--- src/rtl/vu_meter_led.sv ---
// Peak-hold VU meter: tracks max |sample| of the stereo pair with attack, hold and
// proportional decay, and shows the held peak as an 8-LED thermometer bar.
module vu_meter_led #(
   parameter int HOLD_SAMPLES = 4800,
   parameter int DECAY_SHIFT  = 6,
   parameter int THRESH_BASE  = 7
) (
   input  logic        clk,
   input  logic        rst,
   input  logic        valid,
   input  logic [15:0] lft_out,
   input  logic [15:0] rht_out,
   output logic [7:0]  LED,
   output logic [14:0] peak
);

   // Width stays at least 1 so HOLD_SAMPLES=0 still elaborates.
   localparam int CNT_W = (HOLD_SAMPLES > 0) ? $clog2(HOLD_SAMPLES + 1) : 1;
   localparam logic [CNT_W-1:0] HOLD_LOAD = CNT_W'(HOLD_SAMPLES);

   typedef enum logic {ST_HOLD, ST_DECAY} state_t;

   state_t           state, state_next;
   logic [CNT_W-1:0] hold_cnt, hold_cnt_next;
   logic [14:0]      peak_next;
   logic [14:0]      mag_l, mag_r, mag;
   logic [14:0]      step, decayed;
   logic [7:0]       led_next;

   // -32768 has no 15-bit magnitude, so it saturates to full scale.
   function automatic logic [14:0] abs_sat(input logic [15:0] x);
      logic [15:0] neg;
      neg = ~x + 16'd1;
      if (!x[15])
         abs_sat = x[14:0];
      else if (x == 16'h8000)
         abs_sat = 15'h7FFF;
      else
         abs_sat = neg[14:0];
   endfunction

   // State register
   always_ff @(posedge clk or posedge rst) begin
      if (rst) begin
         state    <= ST_DECAY;
         hold_cnt <= '0;
         peak     <= '0;
         LED      <= 8'h00;
      end else begin
         state    <= state_next;
         hold_cnt <= hold_cnt_next;
         peak     <= peak_next;
         LED      <= led_next;
      end
   end

   // Next-state logic; everything compares against the pre-update peak.
   always_comb begin
      mag_l         = abs_sat(lft_out);
      mag_r         = abs_sat(rht_out);
      mag           = (mag_l > mag_r) ? mag_l : mag_r;
      step          = peak >> DECAY_SHIFT;
      if (step == 15'd0)
         step = 15'd1;
      decayed       = (peak == 15'd0) ? 15'd0 : (peak - step);
      state_next    = state;
      hold_cnt_next = hold_cnt;
      peak_next     = peak;
      if (valid) begin
         if (mag > peak) begin
            peak_next     = mag;
            hold_cnt_next = HOLD_LOAD;
            state_next    = ST_HOLD;
         end else begin
            case (state)
               ST_HOLD: begin
                  if (hold_cnt != '0) begin
                     hold_cnt_next = hold_cnt - CNT_W'(1);
                  end else begin
                     state_next = ST_DECAY;
                     peak_next  = decayed;
                  end
               end
               default: peak_next = decayed;
            endcase
         end
      end
   end

   // Output logic: bar graph from the registered peak.
   always_comb begin
      led_next = 8'h00;
      for (int i = 0; i < 8; i++)
         led_next[i] = (32'(peak) >= (32'd1 << (THRESH_BASE + i)));
   end

endmodule

--- config.mk ---
export PLATFORM = sky130hd
export DESIGN_NAME = vu_meter_led
export DESIGN_NICKNAME = d
export VERILOG_FILES = /design/src/rtl/vu_meter_led.sv
export SDC_FILE = /design/constraint.sdc
export NUM_CORES = 1
export LEC_CHECK = 0
export CELL_PAD_IN_SITES_DETAIL_PLACEMENT = 1
export CELL_PAD_IN_SITES_GLOBAL_PLACEMENT = 1
export CORE_UTILIZATION = 25
export CTS_BUF_LIST = sky130_fd_sc_hd__clkbuf_8 sky130_fd_sc_hd__clkbuf_16
export DETAILED_ROUTE_END_ITERATION = 8
export GPL_ROUTABILITY_DRIVEN = 0
export GPL_TIMING_DRIVEN = 0
export PLACE_DENSITY = 0.58
export SYNTH_ARGS = -nofsm -noshare
export SYNTH_HDL_FRONTEND = slang
export SYNTH_SLANG_ARGS = --single-unit
--- constraint.sdc ---
create_clock -name clk -period 8.8 [get_ports clk]
set_input_delay 1.76 -clock clk [delete_from_list [all_inputs] [get_ports clk]]
set_output_delay 1.76 -clock clk [all_outputs]
set_load 0.02 [all_outputs]
==> run summary, run 1 <==
Status = complete, no violations
CTS tree = yes
Worst reg2reg path startpoint = peak[10]$_DFFE_PP0P_
Total GRT Usage = 0.162
Reg area = 927 um^2
Synth Area in Simple Gates = 0.231
Area delta synth->final = 25.6%
Net Switching = 691 uW
WL met3 = 319 um
Flop pwr share = 0.215
FP Rows = 45
Final-report max-slew violation count = 0
DR vias = 3950
Pint = 732 uW
Synth unique cells = 69
DRC = 0
Sink Count = 37
Postcts setup bufs = 0
First-pass GRT wire length = 21.2 mm
Fmax = 122 MHz
Skew-Pair Late Insertion Delay = 280 ps
Tcrit/Tclk final = 0.930
XOR/XNOR Fraction of Synth Area = 0.0530
Worst-path fanout max = 10
FFs w/ async S/R, synth = 1.00
Syn Nets = 569
Min-Delay Endpoint = state$_DFFE_PP1P_
Cell taking the most area after synthesis = dfrtp_1
Detailed-route wire length per cell = 16.8 um
Drt initial violations = 185
Largest family of logic cells by synthesized area = compound AO/OA/AOI/OAI gates
Max_cap viols = 0
Met2 routed WL = 5.94 mm
Leak = 2.15 nW
DRT met1 WL = 6.54 mm
WP data required = 8950 ps
GRT overflow = 0
Crit path kind = primary input to flip-flop
DR top layer = met4
Syn Inst Count = 491
Utilization after layout = 0.325
Non-filler instance count after layout = 766
Initial antenna violation count = 0
Reg2reg end = peak[12]$_DFFE_PP0P_
Clock group share of total power = 0.132
Power, Total = 1.42 mW
Critical path arrival = 8330 ps
Netlist Area Pre-Place = 3960 um^2
Place WS = -343 ps
Die Ht = 128 um
Finished Cell Area = 4980 um^2
Adder-cell share of the synthesized area = 0.138
Post-CTS Hold Fix Bufs = 0
Worst setup startpoint = rht_out[0]
YS warnings = 0
Placed cell areas = 4790 um^2
Synth top area share = 0.227
Detailed-router iteration count before antenna repair = 4
R2R Setup Slk = 5000 ps
CTS Buf Count = 5
Post-synth top cells = 47 x inv_1, 44 x nand2_1, 42 x ha_1
Gate power share = 0.654
Die Area = 16400 um^2
# IOs = 58
# placed instances = 758
Detailed Route WL = 12.9 mm
FILL cells = 1841
Hold depth = 1
Input/output buffers = 56
Synth area leaders = dfrtp_1 23%, ha_1 13%, inv_1 4.5%
ANT cells = 0
Worst Hold Class = flip-flop to flip-flop
Core area = 15300 um^2
Htree depth = 2
Clk slew on worst S/H paths = 60 ps
Syn Area/Cell = 8.07 um^2
Mux contribution to synthesized area = 0.0480
Hold Fails Final Rpt = 0
Count leader, synth = inv_1
Number of nets still failing antenna checks after routing = 0
Hpwl dp = 10.5 mm
Final WS setup = 619 ps
Avg Vias per Cell = 5.16
Multi-input gate area = 2830 um^2
Number of global-route vias before repair = 4112
Final setup fails = 0
Min-delay src = state$_DFFE_PP1P_
Most used DFF post-synth = dfrtp_1
Share of post-route cells with drive strength above 1 = 0.0955
RSZ-0062 raised after global routing = false
Largest net degree at the start of global routing = 38
Crit. End Element = flip-flop
CTS max path bufs = 2
Sw frac = 0.485
Synth Register Bits = 37
Compound-Gate Fraction of Synth Area = 0.235
Final #Nets = 632
Starting Density = 0.259
Crit path time final = 8180 ps
Clock skew = 5.03 ps
Crit start category = primary input
Slew HR = 0.396
Die width = 128 um
Max VDD drop = 105 uV
EDFF count, synth = 0
Pwr dens = 286 nW/um^2
Worst Reg2Reg Path Length in Cells = 13
Worst Tran Pin Value = 902 ps
# resized after CTS = 1
Root Driver = clkbuf_16
Register area share after synthesis = 0.234
## power by group through the flow
stage / sequential, mW / clock [mW] / combinational (mW)
6_report: 0.305 / 0.187 / 0.930
5_1_grt: 0.313 / 0.197 / 1.04
4_1_cts: 0.306 / 0.190 / 0.932
3_5_place_dp: 0.307 / 0 / 0.924
3_3_place_gp: 0.307 / 0 / 0.895
2_1_floorplan: 0.323 / 0 / 0.591
## worst max path at each step
stage / endpoint / slack (ps) / depth (start not counted)
global route: peak[3]$_DFFE_PP0P_ / 30 / 26
CTS: peak[3]$_DFFE_PP0P_ / 120 / 24
global placement: peak[3]$_DFFE_PP0P_ / -210 / 23
finish: peak[3]$_DFFE_PP0P_ / 620 / 26
floorplan: peak[14]$_DFFE_PP0P_ / 1870 / 24
detailed placement: peak[3]$_DFFE_PP0P_ / -340 / 24
## critical path, cell delays in order
cell and delay (ps):
clkdlybuf4s50_1 480, inv_1 90, ha_1 160, nor3b_2 390, nand2_1 180, or4_1 510
clkbuf_1 220, nand2_1 120, inv_1 50, ha_1 290, a211oi_1 220, nor2_1 90
o31a_1 260, o41a_1 320, clkbuf_1 270, nand2_1 120, o21ai_0 180, ha_1 370
nand4_1 240, nor4_4 430, o21ba_2 210, clkbuf_1 230, o21ai_1 390, buf_2 320
buf_2 290, o21ai_0 130
## routing by layer
metal / vias to the layer above / GRT usage
li1: 1940 / -
met1: 1951 / 0.231
met2: 55 / 0.270
met3: 4 / 0.0163
met4: 0 / 0.0173
met5: - / 0
## cells by family (layout without fill, tap and decap cells)
| group | count (synthesis) | count (layout) |
|---|---|---|
| and+or+nand+nor | 174 | 174 |
| AOI/OAI and AO/OA | 135 | 135 |
| buffers and inverters | 62 | 126 |
| adders and majority gates | 43 | 43 |
| DFF | 37 | 37 |
| xor gates and xnor gates | 24 | 24 |
| muxes | 16 | 16 |
## metrics by stage
stage | hold slack [ps] | TNS, ps
2_1_floorplan | 472 | 0
3_3_place_gp | 498 | -1860
3_5_place_dp | 507 | -3450
4_1_cts | 517 | 0
5_1_grt | 539 | 0
6_report | 515 | 0
## cell usage in the layout (no fill, tap or decap), drive strengths merged, types with 4 or more instances in the layout
cell,count
clkdlybuf4s50,56
inv,47
nand2,44
ha,42
nor2,38
dfrtp,36
a21oi,33
o21ai,32
nor4,16
or3,14
xor2,12
xnor2,12
clkbuf,12
mux2,11
nand3,10
nor3,9
a21o,9
buf,9
nand4,8
or2,7
or4,7
o21a,6
a211oi,6
o31a,6
o31ai,6
a211o,5
mux2i,5
a31oi,4
nand2b,4
a221oi,4
## final cells by class
type | count | area share
clock inverter | 2 | 0.00276
tap | 211 | 0.0530
timing repair buffer | 56 | 0.113
buffer | 15 | 0.0136
clock buffer | 6 | 0.0279
sequential | 37 | 0.186
inverter | 47 | 0.0354
multi-input combinational | 392 | 0.568
## flip-flops by register name, indices dropped and copies added, names as in the netlist
| name | count |
|---|---|
| LED | 8 |
| hold_cnt | 13 |
| peak | 15 |
| state | 1 |
Power figures use the tool's default switching activity.
==> run 2: changes to the inputs <==
--- a/config.mk
+++ b/config.mk
@@ -13,6 +13,7 @@
 export GPL_ROUTABILITY_DRIVEN = 0
 export GPL_TIMING_DRIVEN = 0
 export PLACE_DENSITY = 0.58
+export SKIP_LAST_GASP = 1
 export SYNTH_ARGS = -nofsm -noshare
 export SYNTH_HDL_FRONTEND = slang
 export SYNTH_SLANG_ARGS = --single-unit
==> results of run 2 <==
The final DEF is identical to that of run 1; final timing and power are the same.
==> run 3: changes to the inputs <==
==> constraint.sdc (replaced) <==
create_clock -name clk -period 8.8 [get_ports clk]
set_input_delay 1.76 -clock clk [delete_from_list [all_inputs] [get_ports clk]]
set_output_delay 1.76 -clock clk [all_outputs]
set_load 0.005 [all_outputs]
==> results of run 3 <==
Same layout as run 1 (identical final DEF). Status: complete, no violations.
Among the figures that moved: total power 1.42 mW -> 1.38 mW
==> RTL change, RTL diff (settings of run 2) <==
Add an input register stage for `valid`, without a reset; this delays it by one clock. The other inputs are not delayed to match.
--- a/src/rtl/vu_meter_led.sv
+++ b/src/rtl/vu_meter_led.sv
@@ -19,6 +19,12 @@
    localparam logic [CNT_W-1:0] HOLD_LOAD = CNT_W'(HOLD_SAMPLES);
 
    typedef enum logic {ST_HOLD, ST_DECAY} state_t;
+
+   logic valid_q;
+
+   always_ff @(posedge clk) begin
+      valid_q <= valid;
+   end
 
    state_t           state, state_next;
    logic [CNT_W-1:0] hold_cnt, hold_cnt_next;
@@ -66,7 +72,7 @@
       state_next    = state;
       hold_cnt_next = hold_cnt;
       peak_next     = peak;
-      if (valid) begin
+      if (valid_q) begin
          if (mag > peak) begin
             peak_next     = mag;
             hold_cnt_next = HOLD_LOAD;
Function: changed (Yosys sat finds a counterexample within 4 cycles, from zero or initial values and one cycle with rst high).
==> RTL change against run 2 <==
- sequential cell count rose by 1
- synthesized cell count rose by 0.20%
- critical endpoint is now peak[4]
- maximum frequency hardly changed
- cell area up 1.1%
- clock skew rose by 0.0022 ns
- core utilization rose by 0.24 points
- setup slack better by 0.0024 ns
- first-iteration DRC count rose by 6.5%
- routed wire length up 1.6%
- total power up 2.9%
- synthesized area rose by 0.51%
- hold slack improved by 0.011 ns
- register-to-register slack got worse by 0.12 ns
- combinational power fell by 2.4%
- largest power group unchanged
==> RTL change: results (changes against run 2) <==
stage	metric	value	unit	change
worst_setup_path	Reg-to-Reg Start	peak[10]		
worst_setup_path	Crit path arrival time	8.38	ns	+0.05 ns
final_layout	share of layout cells above drive strength 1	9.16	%	-0.39 points
cts	total CTS buffers	5		unchanged
placed_design	Place WS	-0.390	ns	-0.0470 ns
cts	Worst-path clk slew	0.06	ns	about the same
pwr	Worst VDD drop	0.152	mV	+45%
cts	Setup Fix Bufs, Post-CTS	0		unchanged
min_path	Worst Hold Path EP	state		
worst_setup_path	FF-to-FF End	peak[12]		
synth	most frequent cell after synthesis	inv_1		
synth	Synth warnings	0		unchanged
placed_design	Buffers on Ports	57		+1.8%
global_routing	initial antenna violation count	0		unchanged
worst_setup_path	reg2reg path depth	13		unchanged
worst_setup_path	maximum fanout along the worst path	10		unchanged
pwr	leakage	2.17	nW	+0.98%
final_layout	Multi-input gate area	0.00281	mm2	-0.75%
synth	syn_nets	570		+0.18%
sta	Max-slew headroom	41.2	%	+1.6 points
pwr	Sw Ratio	46.4	%	-2.1 points
placed_design	placed cell area	0.00482	mm2	+0.63%
placed_design	dpl cells	760		+0.26%
detailed_routing	Via-to-Cell Ratio	5.15		-0.13%
sta	Hold WS	0.526	ns	+0.0111 ns
min_path	Hold Crit Depth	1		unchanged
detailed_routing	routed wire length	13100	um	+1.6%
synth	Synth top cells by count	inv_1, nand2_1, ha_1, nor2_1, dfrtp_1		
final_layout	fill count	1808		-1.8%
global_routing	GRT Util Overall	16.7	%	+0.50 points
cts	H-tree depth	2		unchanged
synth	ys flop type	dfrtp_1		
run_status	status	completed		
final_layout	# diodes	0		unchanged
final_layout	final cell count without fillers	768		+0.26%
synth	largest cells by area after synthesis	dfrtp_1, ha_1, inv_1		
cts	Clock Tree Root	clkbuf_16		
worst_setup_path	r2r setup slk	4.88	ns	-0.12 ns
cts	# hold bufs at CTS	0		unchanged
cts	clock tree buffer depth	2		unchanged
placed_design	dpl hpwl	10800	um	+2.4%
synth	Mapped Cells	492		+0.20%
sta	Setup Skew	0.00720	ns	+0.00217 ns
detailed_routing	DR iter-0 viols	197		+6.5%
final_layout	nets@finish	634		+0.32%
synth	Async SR Flop Fraction	97.4	%	-2.6 points
global_routing	first-pass GRT wire length	21600	um	+2.1%
global_routing	vias in the first global route	4131		+0.46%
synth	sequential share of the synthesized area	23.8	%	+0.39 points
synth	Distinct cells, synth	70		+1.4%
global_routing	maximum number of pins on one net before global-route repair	38		unchanged
## RTL change: cell count changes in the layout (fill, tap and decap cells not counted), sizes merged
cell / delta
bufinv: +2
clkdlybuf4s50: +1
clkinv: -2
dfxtp: +1
## RTL change: critical path, stage by stage
cell and delay [ns]:
clkdlybuf4s50_1 0.53, nor4_1 0.48, nand4b_1 0.28, or4_1 0.61, buf_4 0.20, and2_4 0.15
inv_1 0.05, ha_1 0.25, a21oi_1 0.18, a21oi_1 0.09, o31a_1 0.30, o41a_1 0.32
clkbuf_1 0.26, nand2_1 0.12, o21ai_1 0.13, ha_1 0.36, nand4_1 0.23, nor4_2 0.54
o21ba_2 0.23, clkbuf_1 0.23, o21ai_1 0.34, buf_2 0.29, buf_2 0.27, nand2_1 0.07
o21ai_0 0.09
## RTL change: timing repair
action                                  in CTS  in global routing
gates resized for setup                      1                  4
endpoints found under the setup margin      10                 18
cloned                                       0                  0
## RTL change: cell type report
type	count	area share (%)
Inverter	47	3.50
Multi-Input combinational cell	392	55.8
Tap cell	211	5.24
Sequential cell	38	18.8
Timing Repair Buffer	57	11.3
Clock buffer	6	2.76
Buffer	15	1.34
Clock inverter	2	1.19
## RTL change: logic make-up (layout without fill, tap and decap cells)
| kind of cell | count (synthesis) | after routing | synth area share (%) |
|---|---|---|---|
| DFF | 38 | 38 | 23.8 |
| AOI/OAI and AO/OA | 135 | 135 | 23.3 |
| muxes | 16 | 16 | 4.78 |
| xor gates and xnor gates | 24 | 24 | 5.28 |
| buffers and inverters | 62 | 127 | 6.13 |
| and+or+nand+nor | 174 | 174 | 23.0 |
| adders and majority gates | 43 | 43 | 13.7 |
## RTL change: how the worst max path moves through the flow
stage | from | endpoint | slack (ns) | cells past startpoint
2_1_floorplan | rht_out[0] | peak[14] | 1.87 | 24
3_3_place_gp | rht_out[0] | peak[14] | -0.12 | 23
3_5_place_dp | rht_out[0] | peak[7] | -0.39 | 23
4_1_cts | lft_out[2] | peak[4] | 0.23 | 24
5_1_grt | rht_out[0] | peak[3] | 0.03 | 27
6_report | lft_out[2] | peak[4] | 0.62 | 25
## RTL change: per-layer routing
metal  share of wire [%]  vias to the layer above  wire length [um]  track usage [%]
li1                    -                     1942                 -                -
met1                  50                     1943              6580             23.4
met2                  46                       58              6060             27.8
met3                 2.5                       12               331             1.88
met5                   0                        -                 0                0
met4                0.75                        0                98             2.42
## RTL change: power groups by stage
stage / Clock [W] / Combinational (W) / Sequential [W]
after floorplan: 0 / 0.000575 / 0.000326
after global placement: 0 / 0.000870 / 0.000310
after detailed placement: 0 / 0.000901 / 0.000312
after CTS: 0.000252 / 0.000908 / 0.000309
after global routing: 0.000259 / 0.00101 / 0.000318
final: 0.000248 / 0.000908 / 0.000308
